===== config.mk =====
export PLATFORM = sky130hd
export DESIGN_NAME = bitwise_alu_pipe
export DESIGN_NICKNAME = d
export VERILOG_FILES = /design/src/rtl/bitwise_alu_pkg.sv /design/src/rtl/bitwise_alu_pipe_popcount.sv /design/src/rtl/bitwise_alu_pipe.sv
export SDC_FILE = /design/constraint.sdc
export NUM_CORES = 1
export LEC_CHECK = 0
export BUFFER_PORTS_ARGS = -buffer_cell sky130_fd_sc_hd__buf_2
export CAP_MARGIN = 10
export CORE_MARGIN = 4
export CORE_UTILIZATION = 35
export CTS_BUF_LIST = sky130_fd_sc_hd__clkbuf_8
export DETAILED_ROUTE_END_ITERATION = 10
export GPL_TIMING_DRIVEN = 0
export MAX_ROUTING_LAYER = met4
export SYNTH_ARGS = -nofsm -noshare
export SYNTH_HDL_FRONTEND = slang
export SYNTH_HIERARCHICAL = 1
export SYNTH_SLANG_ARGS = --single-unit

===== constraint.sdc =====
create_clock -name clk -period 4.35 [get_ports clk]
set_clock_uncertainty 0.2 [all_clocks]
set_input_delay 0.2175 -clock clk [delete_from_list [all_inputs] [get_ports clk]]
set_output_delay 0.2175 -clock clk [all_outputs]
set_load 0.02 [all_outputs]

===== src/rtl/bitwise_alu_pkg.sv =====
// Shared op codes and sizing helper for the registered bitwise logic unit.
package bitwise_alu_pkg;

    localparam logic [2:0] OP_AND     = 3'd0;
    localparam logic [2:0] OP_OR      = 3'd1;
    localparam logic [2:0] OP_XOR     = 3'd2;
    localparam logic [2:0] OP_NAND    = 3'd3;
    localparam logic [2:0] OP_ACC_XOR = 3'd4;
    localparam logic [2:0] OP_ACC_AND = 3'd5;
    localparam logic [2:0] OP_ACC_CLR = 3'd6;
    localparam logic [2:0] OP_POPCNT  = 3'd7;

    // Bits needed to hold a ones-count of 0..width.
    function automatic int popcount_width(input int width);
        return $clog2(width + 1);
    endfunction

endpackage


===== src/rtl/bitwise_alu_pipe_popcount.sv =====
// Purely combinational ones-counter over a WIDTH-bit word.
module popcount
    import bitwise_alu_pkg::*;
#(
    parameter int WIDTH = 8
) (
    input  logic [WIDTH-1:0]                 data,
    output logic [popcount_width(WIDTH)-1:0] count
);

    localparam int CW = popcount_width(WIDTH);

    always_comb begin
        // NOTE: assigning a default before the loop keeps this purely combinational (no latch).
        count = '0;
        for (int i = 0; i < WIDTH; i++) begin
            count = count + CW'(data[i]);
        end
    end

endmodule


===== src/rtl/bitwise_alu_pipe.sv =====
// Registered bitwise logic unit: op mux, accumulator, single output register
// with valid/ready backpressure, and a saturating accepted-beat counter.
module bitwise_alu_pipe
    import bitwise_alu_pkg::*;
#(
    parameter int WIDTH   = 8,
    parameter int COUNT_W = 8
) (
    input  logic               clk,
    input  logic               rst,
    input  logic               in_valid,
    output logic               in_ready,
    input  logic [WIDTH-1:0]   in_a,
    input  logic [WIDTH-1:0]   in_b,
    input  logic [2:0]         in_op,
    output logic               out_valid,
    input  logic               out_ready,
    output logic [WIDTH-1:0]   out_data,
    output logic               out_zero,
    output logic               out_parity,
    output logic [COUNT_W-1:0] txn_count
);

    localparam int CW = popcount_width(WIDTH);

    logic [WIDTH-1:0] acc;
    logic [WIDTH-1:0] acc_next;
    logic [WIDTH-1:0] result;
    logic [CW-1:0]    pop_count;
    logic             accept;

    // A pop frees the single output slot in the same cycle.
    assign in_ready = !out_valid || out_ready;
    assign accept   = in_valid && in_ready;

    popcount #(.WIDTH(WIDTH)) u_popcount (
        .data  (in_a ^ in_b),
        .count (pop_count)
    );

    always_comb begin
        result   = '0;
        acc_next = acc;
        case (in_op)
            OP_AND:     result = in_a & in_b;
            OP_OR:      result = in_a | in_b;
            OP_XOR:     result = in_a ^ in_b;
            OP_NAND:    result = ~(in_a & in_b);
            OP_ACC_XOR: begin
                acc_next = acc ^ in_a ^ in_b;
                result   = acc_next;
            end
            OP_ACC_AND: begin
                acc_next = acc & (in_a | in_b);
                result   = acc_next;
            end
            OP_ACC_CLR: begin
                result   = acc;
                acc_next = '0;
            end
            OP_POPCNT:  result = WIDTH'(pop_count);
            default:    result = '0;
        endcase
    end

    always_ff @(posedge clk) begin
        // NOTE: state registers use non-blocking assignments so every flop samples pre-edge values.
        if (rst) begin
            out_valid  <= 1'b0;
            out_data   <= '0;
            out_zero   <= 1'b1;
            out_parity <= 1'b0;
            acc        <= '0;
            txn_count  <= '0;
        end else if (accept) begin
            out_valid  <= 1'b1;
            out_data   <= result;
            out_zero   <= (result == '0);
            out_parity <= ^result;
            acc        <= acc_next;
            if (txn_count != '1) begin
                txn_count <= txn_count + COUNT_W'(1);
            end
        end else if (out_ready) begin
            // Pop without a new beat: data register keeps its last value.
            out_valid <= 1'b0;
        end
    end

endmodule

==> results of run 1 <==
[repair_timing]
item / in CTS / in global routing
buffers inserted: 4 / 3
gates resized for setup: 15 / 20
endpoints found under the hold margin: 1 / 0
setup endpoints to repair: 1 / 1
hold buffers: 1 / 0
pin swaps: 12 / 13
[metrics by stage]
step	instances	setup TNS, ns	util, %	cell area (µm²)
CTS	461	0	43.6	3030
global placement	452	-0.394	41.6	2890
global route	464	-0.202	44.9	3120
detailed placement	452	-0.512	41.6	2890
floorplan	315	0	-	2560
[cell families after synthesis]
logic type	synth area share (%)
compound gates	23.6
xor+xnor	8.74
fa+ha+maj	14.8
buf+inv	9.42
flops	21.1
mux	2.00
simple gates	20.3
[layer usage]
layer and global-route usage (%):
met5 -, met4 3.49, met3 1.53, met2 25.3, met1 20.9
==> results.md, run 1 <==
- Status: aborted with a tool error
- Stopped at: 5_2_route
- Halt Reason: [ERROR DRT-0255] Maze Route cannot find path of net clk in worker of routeBox ( 48300 0 ) ( 93565 48300 ).
- # IOs: 43
- Synth Cell Area: ~2600 µm²
- Tot GR Track Use: between 10% and 20%
- Largest net degree at the start of global routing: 15
- DIE WIDTH: between 90 and 100 µm
- First-pass GRT wire length: 10.5 mm
- Post-synth top flop: dfxtp_1
- Starting Density: approximately 37%
- Clk sinks: 27
- FFs w/ async S/R, synth: 0%
- # rows: 30
- Post-synth EDFFs: 0
- Synth unique cells: 60
- Syn Area/Cell: 8.13 µm²
- WEP type: sequential cell input
- Most frequent cell after synthesis: inv_1
- H-tree levels: 1
- RePlAce Congestion: just over 0.8
- Register area share after synthesis: a little over a fifth
- CTS Buf Count: 3
- I/O Buffers: 41
- Top cell type's share of synthesized area: a little over a fifth
- Vias in the first global route: 2200
- GR Overflow Total: 0
- Synthesized net count: ~370
- Synth top area cells: dfxtp_1 (21%), ha_1 (12%), inv_1 (5.0%)
- Post-DP HPWL: between 5 and 6 mm
- Initial antenna violation count: 0
- Worst slack at placement: -0.418 ns
- GRT worst endpoint: out_parity$_SDFFE_PP0P_/D
- Cell taking the most area after synthesis: dfxtp_1
- FF+latch count, synth: 27
- Die height: 93.6 µm
- CTS Root Cell: clkbuf_8
- Ys Warns: 6
- Clock tree buffer depth: 2
- Mapped Cells: ~320
- Most instantiated cells after synthesis: inv_1 (34), dfxtp_1 (27), ha_1 (24), nor2_1 (23), o21ai_0 (19)
==> inputs of run 2 (changes only) <==
--- a/config.mk
+++ b/config.mk
@@ -8,11 +8,10 @@
 export BUFFER_PORTS_ARGS = -buffer_cell sky130_fd_sc_hd__buf_2
 export CAP_MARGIN = 10
 export CORE_MARGIN = 4
-export CORE_UTILIZATION = 35
-export CTS_BUF_LIST = sky130_fd_sc_hd__clkbuf_8
+export CORE_UTILIZATION = 20
 export DETAILED_ROUTE_END_ITERATION = 10
 export GPL_TIMING_DRIVEN = 0
-export MAX_ROUTING_LAYER = met4
+export PLACE_DENSITY_LB_ADDON = 0.15
 export SYNTH_ARGS = -nofsm -noshare
 export SYNTH_HDL_FRONTEND = slang
 export SYNTH_HIERARCHICAL = 1
==> constraint.sdc (replaced) <==
create_clock -name clk -period 5.65 [get_ports clk]
set_clock_uncertainty 0.2 [all_clocks]
set_input_delay 0.2825 -clock clk [delete_from_list [all_inputs] [get_ports clk]]
set_output_delay 0.2825 -clock clk [all_outputs]
set_load 0.02 [all_outputs]
==> results.md, run 2 <==
- Hold depth: 3
- Max-slew violation count: 0
- Via count: between 2000 and 2500
- Clk sinks: 27 (unchanged)
- Static Leak: ~1.4 nW
- Reg-to-Reg Start: acc[0]
- PD cells: a little over 200 nW/µm²
- H-tree levels: 1 (unchanged)
- Mapped Cells: 315 (unchanged)
- Post-layout min period: 4.70 ns
- Worst-path clk slew: approximately 0.07 ns
- Die height: 121 µm (+30%)
- Commonest non-fill, non-tap cell in the layout: buf_2
- Antenna viol nets, final: 0
- Fin crit share: between 80% and 90%
- Compound-gate portion of the synthesized area: 23.6% (unchanged)
- DR WL met2: between 3 and 4 mm
- R2R depth: 8
- Fill cell count: 1414
- Final core occ: between 20 and 25%
- Worst slack at placement: 0.704 ns (+1.12 ns)
- Clock tree buffer depth: 2 (unchanged)
- WP data required: 5.62 ns
- Clock latency on the worst-skew pair: 0.26 ns
- # rows: 41 (+37%)
- P&R area growth vs syn: 19.5%
- Total wire length: about 7.4 mm
- RSZ-0062 raised after global routing: no
- Wirelength per Cell: between 10 and 15 µm
- Synth Area in XOR/XNOR: 8.74% (unchanged)
- Post-DP HPWL: 6.03 mm (+20%)
- Syn Area/Cell: 8.13 µm² (unchanged)
- Ys Warns: 6 (unchanged)
- Relative slew slack: 57.6%
- Synth Cell Area: 2560 µm² (unchanged)
- Hold-fix buffers, CTS: 0 (-1)
- Die area: 14700 µm²
- Vias/cell: between 4 and 5
- Fin Hold WS: slightly below 0.1 ns
- F_max: between 200 and 250 MHz
- TritonRoute pass-1 iters: 4
- Tot GR Track Use: 10.4% (-5.2 points)
- Most frequent cells in the layout: buf_2 (47), inv_1 (34), dfxtp_1 (27), ha_1 (24), nor2_1 (23)
- DIE WIDTH: 121 µm (+30%)
- Post-DP Area: 2980 µm² (+3.3%)
- ANT cells: 0
- Remaining DRCs: 0
- FFs w/ async S/R, synth: 0% (unchanged)
- CTS Buf Count: 3 (unchanged)
- Post-layout instance area: just over 3000 µm²
- Cell taking the most area after synthesis: dfxtp_1
- Post-layout net count: between 400 and 500
- Synth Area in Simple Gates: 20.3% (unchanged)
- Synth top area cells: dfxtp_1 (21%), ha_1 (12%), inv_1 (5.0%)
- Final Setup Violations: 0
- Most instantiated cells after synthesis: inv_1 (34), dfxtp_1 (27), ha_1 (24), nor2_1 (23), o21ai_0 (19)
- Main combinational cell family by area after synthesis: compound AO/OA/AOI/OAI gates
- Largest net degree at the start of global routing: 16 (+1)
- Number of gates resized after cts: 0 (-15)
- Max-Cap Viols: 0
- Hold path startpoint: in_valid
- Worst setup margin: approximately 0.95 ns
- Hold endpoint: out_valid
- Setup tns final: 0 ns
- CTS tree: built
- FF-to-FF End: out_parity
- HP Class: in -> reg
- Max VDD drop: between 0.09 and 0.1 mV
- Starting Density: 20.4% (-17 points)
- Crit-path max FO: 3
- Synthesized net count: 366 (unchanged)
- DR WL met3: about 300 µm
- FF+latch count, synth: 27 (unchanged)
- Synthesized-area fraction occupied by adder cells: 14.8% (unchanged)
- Worst-margin pin slew: between 0.6 and 0.7 ns
- Post-synth top flop: dfxtp_1
- Vias in the first global route: 2340 (+6.4%)
- Register area share after synthesis: 21.1% (unchanged)
- Critical path type: in -> reg
- CTS Root Cell: clkbuf_16
- Status: finished clean
- CP arrival: between 4 and 5 ns
- Multi-input logic area: 1780 µm²
- GR Overflow Total: 0 (unchanged)
- R2R Setup Slk: between 3 and 4 ns
- # IOs: 43 (unchanged)
- Top Registers: acc (8), out_data (8), txn_count (8)
- CP startpoint kind: primary input
- Synth unique cells: 60 (unchanged)
- Wl on met1: ~3.8 mm
- I/O Buffers: 41 (unchanged)
- Core Footprint: around 13000 µm²
- Top cell type's share of synthesized area: 21.1% (unchanged)
- Post-synth EDFFs: 0 (unchanged)
- Endpoint class of the critical path: flop
- Initial antenna violation count: 0 (unchanged)
- Final Hold Vio Count: 0
- Multiplexer share of the synthesized area: 2.00% (unchanged)
- Most frequent cell after synthesis: inv_1
- Initial DRC Count: 73
- DR top layer: met4
- Post-CTS setup buffers: 0 (-4)
- RePlAce Congestion: 0.802 (-2.5%)
- Register cell area after layout: ~540 µm²
- Ratio of cells with drive above 1 in the final layout: a little over a fifth
- First-pass GRT wire length: 12.2 mm (+16%)
## run 2: kinds of logic after synthesis
family | count (synthesis)
flops | 27
mux | 5
fa+ha+maj | 28
simple gates | 96
buf+inv | 53
compound gates | 82
xor+xnor | 24
## run 2: cell type report
type                    count  share of cell area [%]
plain buffers              18                    3.59
flip-flops and latches     27                    17.6
well taps                 172                    7.03
clock inverters             1                   0.163
inverters                  35                    4.29
multi-input cells         235                    58.1
clock buffers               3                    2.45
repair buffers             41                    6.70
## run 2: stage by stage
| stage | std cells | total power, W |
|---|---|---|
| 2_1_floorplan | 315 | 0.000400 |
| 3_3_place_gp | 528 | 0.000473 |
| 3_5_place_dp | 528 | 0.000476 |
| 4_1_cts | 532 | 0.000648 |
| 5_1_grt | 532 | 0.000683 |
| 6_report | 532 | 0.000636 |
## run 2: metal layers
layer  GRT usage, %  vias to the layer above
met5              0                        -
met3           1.40                        4
met2           16.6                       45
met1           14.8                     1081
li1               -                     1172
met4           2.59                        0
## run 2: where the power goes
| part | internal (W) | switching (W) | leakage [nW] |
|---|---|---|---|
| sequential | 0.000201 | 0.00000672 | 0.221 |
| clock | 0.0000957 | 0.0000709 | 0.0409 |
| combinational | 0.000113 | 0.000150 | 1.10 |
| total | 0.000409 | 0.000227 | 1.36 |
## run 2: worst max-delay path, stage by stage
cell and delay, ns:
buf_2 0.12, inv_1 0.05, ha_1 0.31, inv_1 0.07
fa_1 0.49, fa_1 0.54, fa_1 0.42, inv_1 0.07
ha_1 0.15, inv_1 0.06, fa_1 0.48, inv_1 0.04
nand2b_1 0.14, a41oi_2 0.20, o2111ai_1 0.15, a21oi_2 0.25
ha_1 0.28, xnor2_1 0.21, xnor2_1 0.10, a211oi_1 0.24
## run 2: worst max path at each step
stage | start | depth (start not counted) | slack [ns] | to
2_1_floorplan | in_a[0] | 19 | 1.25 | out_parity
3_3_place_gp | in_a[0] | 20 | 0.77 | out_parity
3_5_place_dp | in_a[0] | 20 | 0.70 | out_parity
4_1_cts | in_a[0] | 20 | 0.96 | out_parity
5_1_grt | in_a[0] | 20 | 0.76 | out_parity
6_report | in_a[0] | 20 | 0.95 | out_parity
Note: power is estimated with default switching activity, not from simulation.
==> inputs of run 3 (changes only) <==
--- a/config.mk
+++ b/config.mk
@@ -5,6 +5,7 @@
 export SDC_FILE = /design/constraint.sdc
 export NUM_CORES = 1
 export LEC_CHECK = 0
+export ABC_AREA = 1
 export BUFFER_PORTS_ARGS = -buffer_cell sky130_fd_sc_hd__buf_2
 export CAP_MARGIN = 10
 export CORE_MARGIN = 4
==> constraint.sdc (replaced) <==
create_clock -name clk -period 4.9 [get_ports clk]
set_clock_uncertainty 0.2 [all_clocks]
set_input_delay 0.245 -clock clk [delete_from_list [all_inputs] [get_ports clk]]
set_output_delay 0.245 -clock clk [all_outputs]
set_load 0.02 [all_outputs]
==> results.md, run 3 <==
- Total wire length: 8.14 mm (+10%)
- Top cell type's share of synthesized area: 20.4% (-0.70 points)
- Die height: 123 µm (+1.6%)
- Net switching power figure: 0.000294 W (+29%)
- Post-CTS setup buffers: 0 (unchanged)
- Static Leak: 1.57 nW (+15%)
- HP Class: in -> reg
- Most frequent cells in the layout: nand2_1 (91), inv_1 (67), buf_2 (44), nand3_1 (40), nor2_1 (34)
- CTS Root Cell: clkbuf_16
- Endpoint class of the critical path: flop
- Post-layout net count: 504 (+22%)
- Top Registers: acc (8), out_data (8), txn_count (8)
- CP startpoint kind: primary input
- Synth unique cells: 32 (-47%)
- TritonRoute pass-1 iters: 4 (unchanged)
- Tot GR Track Use: 11.1% (+0.69 points)
- Synthesized net count: 460 (+26%)
- Largest net degree at the start of global routing: 17 (+1)
- F_max: around 240 MHz
- Synth top area cells: dfxtp_1 (20%), nand2_1 (13%), ha_1 (11%)
- Worst-path clk slew: 0.08 ns (about the same)
- Status: finished clean
- H-tree levels: 1 (unchanged)
- Setup tns final: 0 ns (unchanged)
- Most instantiated cells after synthesis: nand2_1 (91), inv_1 (67), nand3_1 (40), nor2_1 (34)
- FFs w/ async S/R, synth: 0% (unchanged)
- CTS tree: built
- Syn Area/Cell: 6.48 µm² (-20%)
- Most frequent CP cell: inv_1
- Vias in the first global route: 2618 (+12%)
- Remaining DRCs: 0 (unchanged)
- Antenna viol nets, final: 0 (unchanged)
- Mapped Cells: 409 (+30%)
- RSZ-0062 raised after global routing: no
- PD cells: 240 nW/µm² (+16%)
- Final Hold Vio Count: 0 (unchanged)
- Commonest non-fill, non-tap cell in the layout: nand2_1
- # rows: 41 (unchanged)
- Hold-fix buffers, CTS: 0 (unchanged)
- Sequential share of power: 32.7% (about the same)
- Max-slew violation count: 0 (unchanged)
- Cell taking the most area after synthesis: dfxtp_1
- Clock power frac: 26.8% (+0.6 points)
- I/O Buffers: 39 (-4.9%)
- Worst-margin pin slew: 0.571 ns (-0.0654 ns)
- Max-Cap Viols: 0 (unchanged)
- Fill cell count: 1434 (+1.4%)
- Core Footprint: 12800 µm² (+1.6%)
- CP arrival: 4.18 ns (-0.49 ns)
- Wirelength per Cell: 13.0 µm (-6.1%)
- Ratio of cells with drive above 1 in the final layout: 20.4% (-1.0 points)
- Clock tree buffer depth: 2 (unchanged)
- Via count: 2668 (+16%)
- Die area: 15200 µm² (+3.2%)
- Int Pwr: 0.000461 W (+13%)
- GR Overflow Total: 0 (unchanged)
- Max VDD drop: 0.119 mV (+31%)
- CP max-delay cell: fa_1
- Final Setup Violations: 0 (unchanged)
- Register area share after synthesis: 20.4% (-0.70 points)
- Ys Warns: 6 (unchanged)
- WP data required: 4.87 ns (-0.75 ns)
- Post-synth EDFFs: 0 (unchanged)
- Post-layout min period: about 4.2 ns
- Initial antenna violation count: 0 (unchanged)
- Clock latency on the worst-skew pair: 0.27 ns (about the same)
- Final Non-Filler Cells: 624 (+17%)
- P&R area growth vs syn: 18.6%
- Post-synth top flop: dfxtp_1
- Starting Density: 20.7% (+0.36 points)
- Initial DRC Count: 156 (+110%)
- Most frequent cell after synthesis: nand2_1
- Relative slew slack: 61.9% (+4.4 points)
- Logic pwr share: 40.4% (-0.8 points)
- Placed cell count: 620 (+17%)
- Fin crit share: 86.0%
- Post-DP HPWL: 6.44 mm (+6.8%)
- Switch share: 38.9% (+3.2 points)
- DIE WIDTH: 123 µm (+1.6%)
- Crit-path max FO: 3 (unchanged)
- RePlAce Congestion: 0.796 (-0.75%)
- Critical path type: in -> reg
- Number of gates resized after cts: 0 (unchanged)
- # IOs: 43 (unchanged)
- FF+latch count, synth: 27 (unchanged)
- Crit-path cells: buf_2, inv_1, ha_1, inv_1, fa_1, fa_1, fa_1, inv_1, ha_1, inv_1, fa_1, inv_1, nand2_1, nand2_1, nand2_1, nand2_1, nor2_1, nand3_2, nand2_2, ha_1, xnor2_1, xnor2_1, o21ai_0, inv_1
- Clk sinks: 27 (unchanged)
- Synth Cell Area: 2650 µm² (+3.4%)
- ANT cells: 0 (unchanged)
- Crit path largest cell delay: 0.51 ns (-0.03 ns)
- Vias/cell: 4.28 (-1.2%)
- CTS Buf Count: 3 (unchanged)
- First-pass GRT wire length: 13.2 mm (+8.1%)
-- run 3: changes by cell type in the layout (fill, tap and decap cells not counted), moves of 7 or more --
cell / delta
nand3_1: +34
o21ai_0: +8
nand4_1: +10
nand3_2: +12
nand2b_1: -8
and2_1: -7
a21boi_0: -8
nor2b_1: -7
nor2_1: +11
nand2_2: +8
nand2_1: +76
inv_1: +33
xnor2_1: -12
-- run 3: cells by family (layout without fill, tap and decap cells) --
group / count (synthesis) / after routing / share of synthesized area, %
flops: 27 / 27 / 20.4
fa+ha+maj: 28 / 28 / 14.4
buf+inv: 83 / 126 / 13.0
compound gates: 54 / 54 / 11.9
xor+xnor: 6 / 6 / 1.98
simple gates: 211 / 211 / 38.3
-- run 3: area by class of cell --
| cell class | count | area (µm²) | share of cell area, % |
|---|---|---|---|
| buffer | 13 | 77.6 | 2.47 |
| clock buffer | 3 | 75.1 | 2.39 |
| clock inverter | 1 | 7.51 | 0.239 |
| inverter | 70 | 268 | 8.52 |
| multi-input combinational | 299 | 1760 | 56.1 |
| sequential | 27 | 541 | 17.2 |
| tap | 172 | 215 | 6.85 |
| timing repair buffer | 39 | 195 | 6.21 |
-- run 3: worst paths after layout --
path                            slack, ns          to  cells past startpoint  startpoint
worst max-delay path                 0.69  out_parity                     24     in_a[3]
worst min-delay path                  0.1   out_valid                      4   out_ready
worst max register to register       2.81  out_parity                     12      acc[2]
worst min register to register       0.28    out_zero                      2    out_zero
-- run 3: critical path: cells and delay by family --
family	cells	cell delay, ns
compound gates	1	0.14
xor+xnor	2	0.31
fa+ha+maj	7	2.55
buf+inv	7	0.50
simple gates	7	0.44
-- run 3: power groups by stage --
| stage | logic [W] | clock network (W) | registers (W) |
|---|---|---|---|
| 6_report | 0.000305 | 0.000202 | 0.000247 |
| 5_1_grt | 0.000352 | 0.000218 | 0.000250 |
| 4_1_cts | 0.000310 | 0.000209 | 0.000247 |
| 3_5_place_dp | 0.000308 | 0 | 0.000252 |
| 3_3_place_gp | 0.000305 | 0 | 0.000252 |
| 2_1_floorplan | 0.000206 | 0 | 0.000264 |
-- run 3: metrics by stage --
step / utilization [%] / power [W] / instance area [µm²] / setup slack (ns) / hold slack (ns)
after floorplan: - / 0.000470 / 2650 / 0.823 / 0.277
after global placement: 24.0 / 0.000557 / 3060 / 0.374 / 0.268
after detailed placement: 24.0 / 0.000561 / 3060 / 0.375 / 0.260
after CTS: 24.6 / 0.000766 / 3140 / 0.651 / 0.0946
after global routing: 24.6 / 0.000820 / 3140 / 0.383 / 0.105
final: 24.6 / 0.000754 / 3140 / 0.686 / 0.0971
-- run 3: layer usage --
metal	vias to the layer above	part of all wire (%)	GRT usage (%)
met3	4	3.9	1.24
met4	0	0.98	2.70
met5	-	0	0
li1	1407	-	-
met2	41	44	18.3
met1	1216	51	15.5
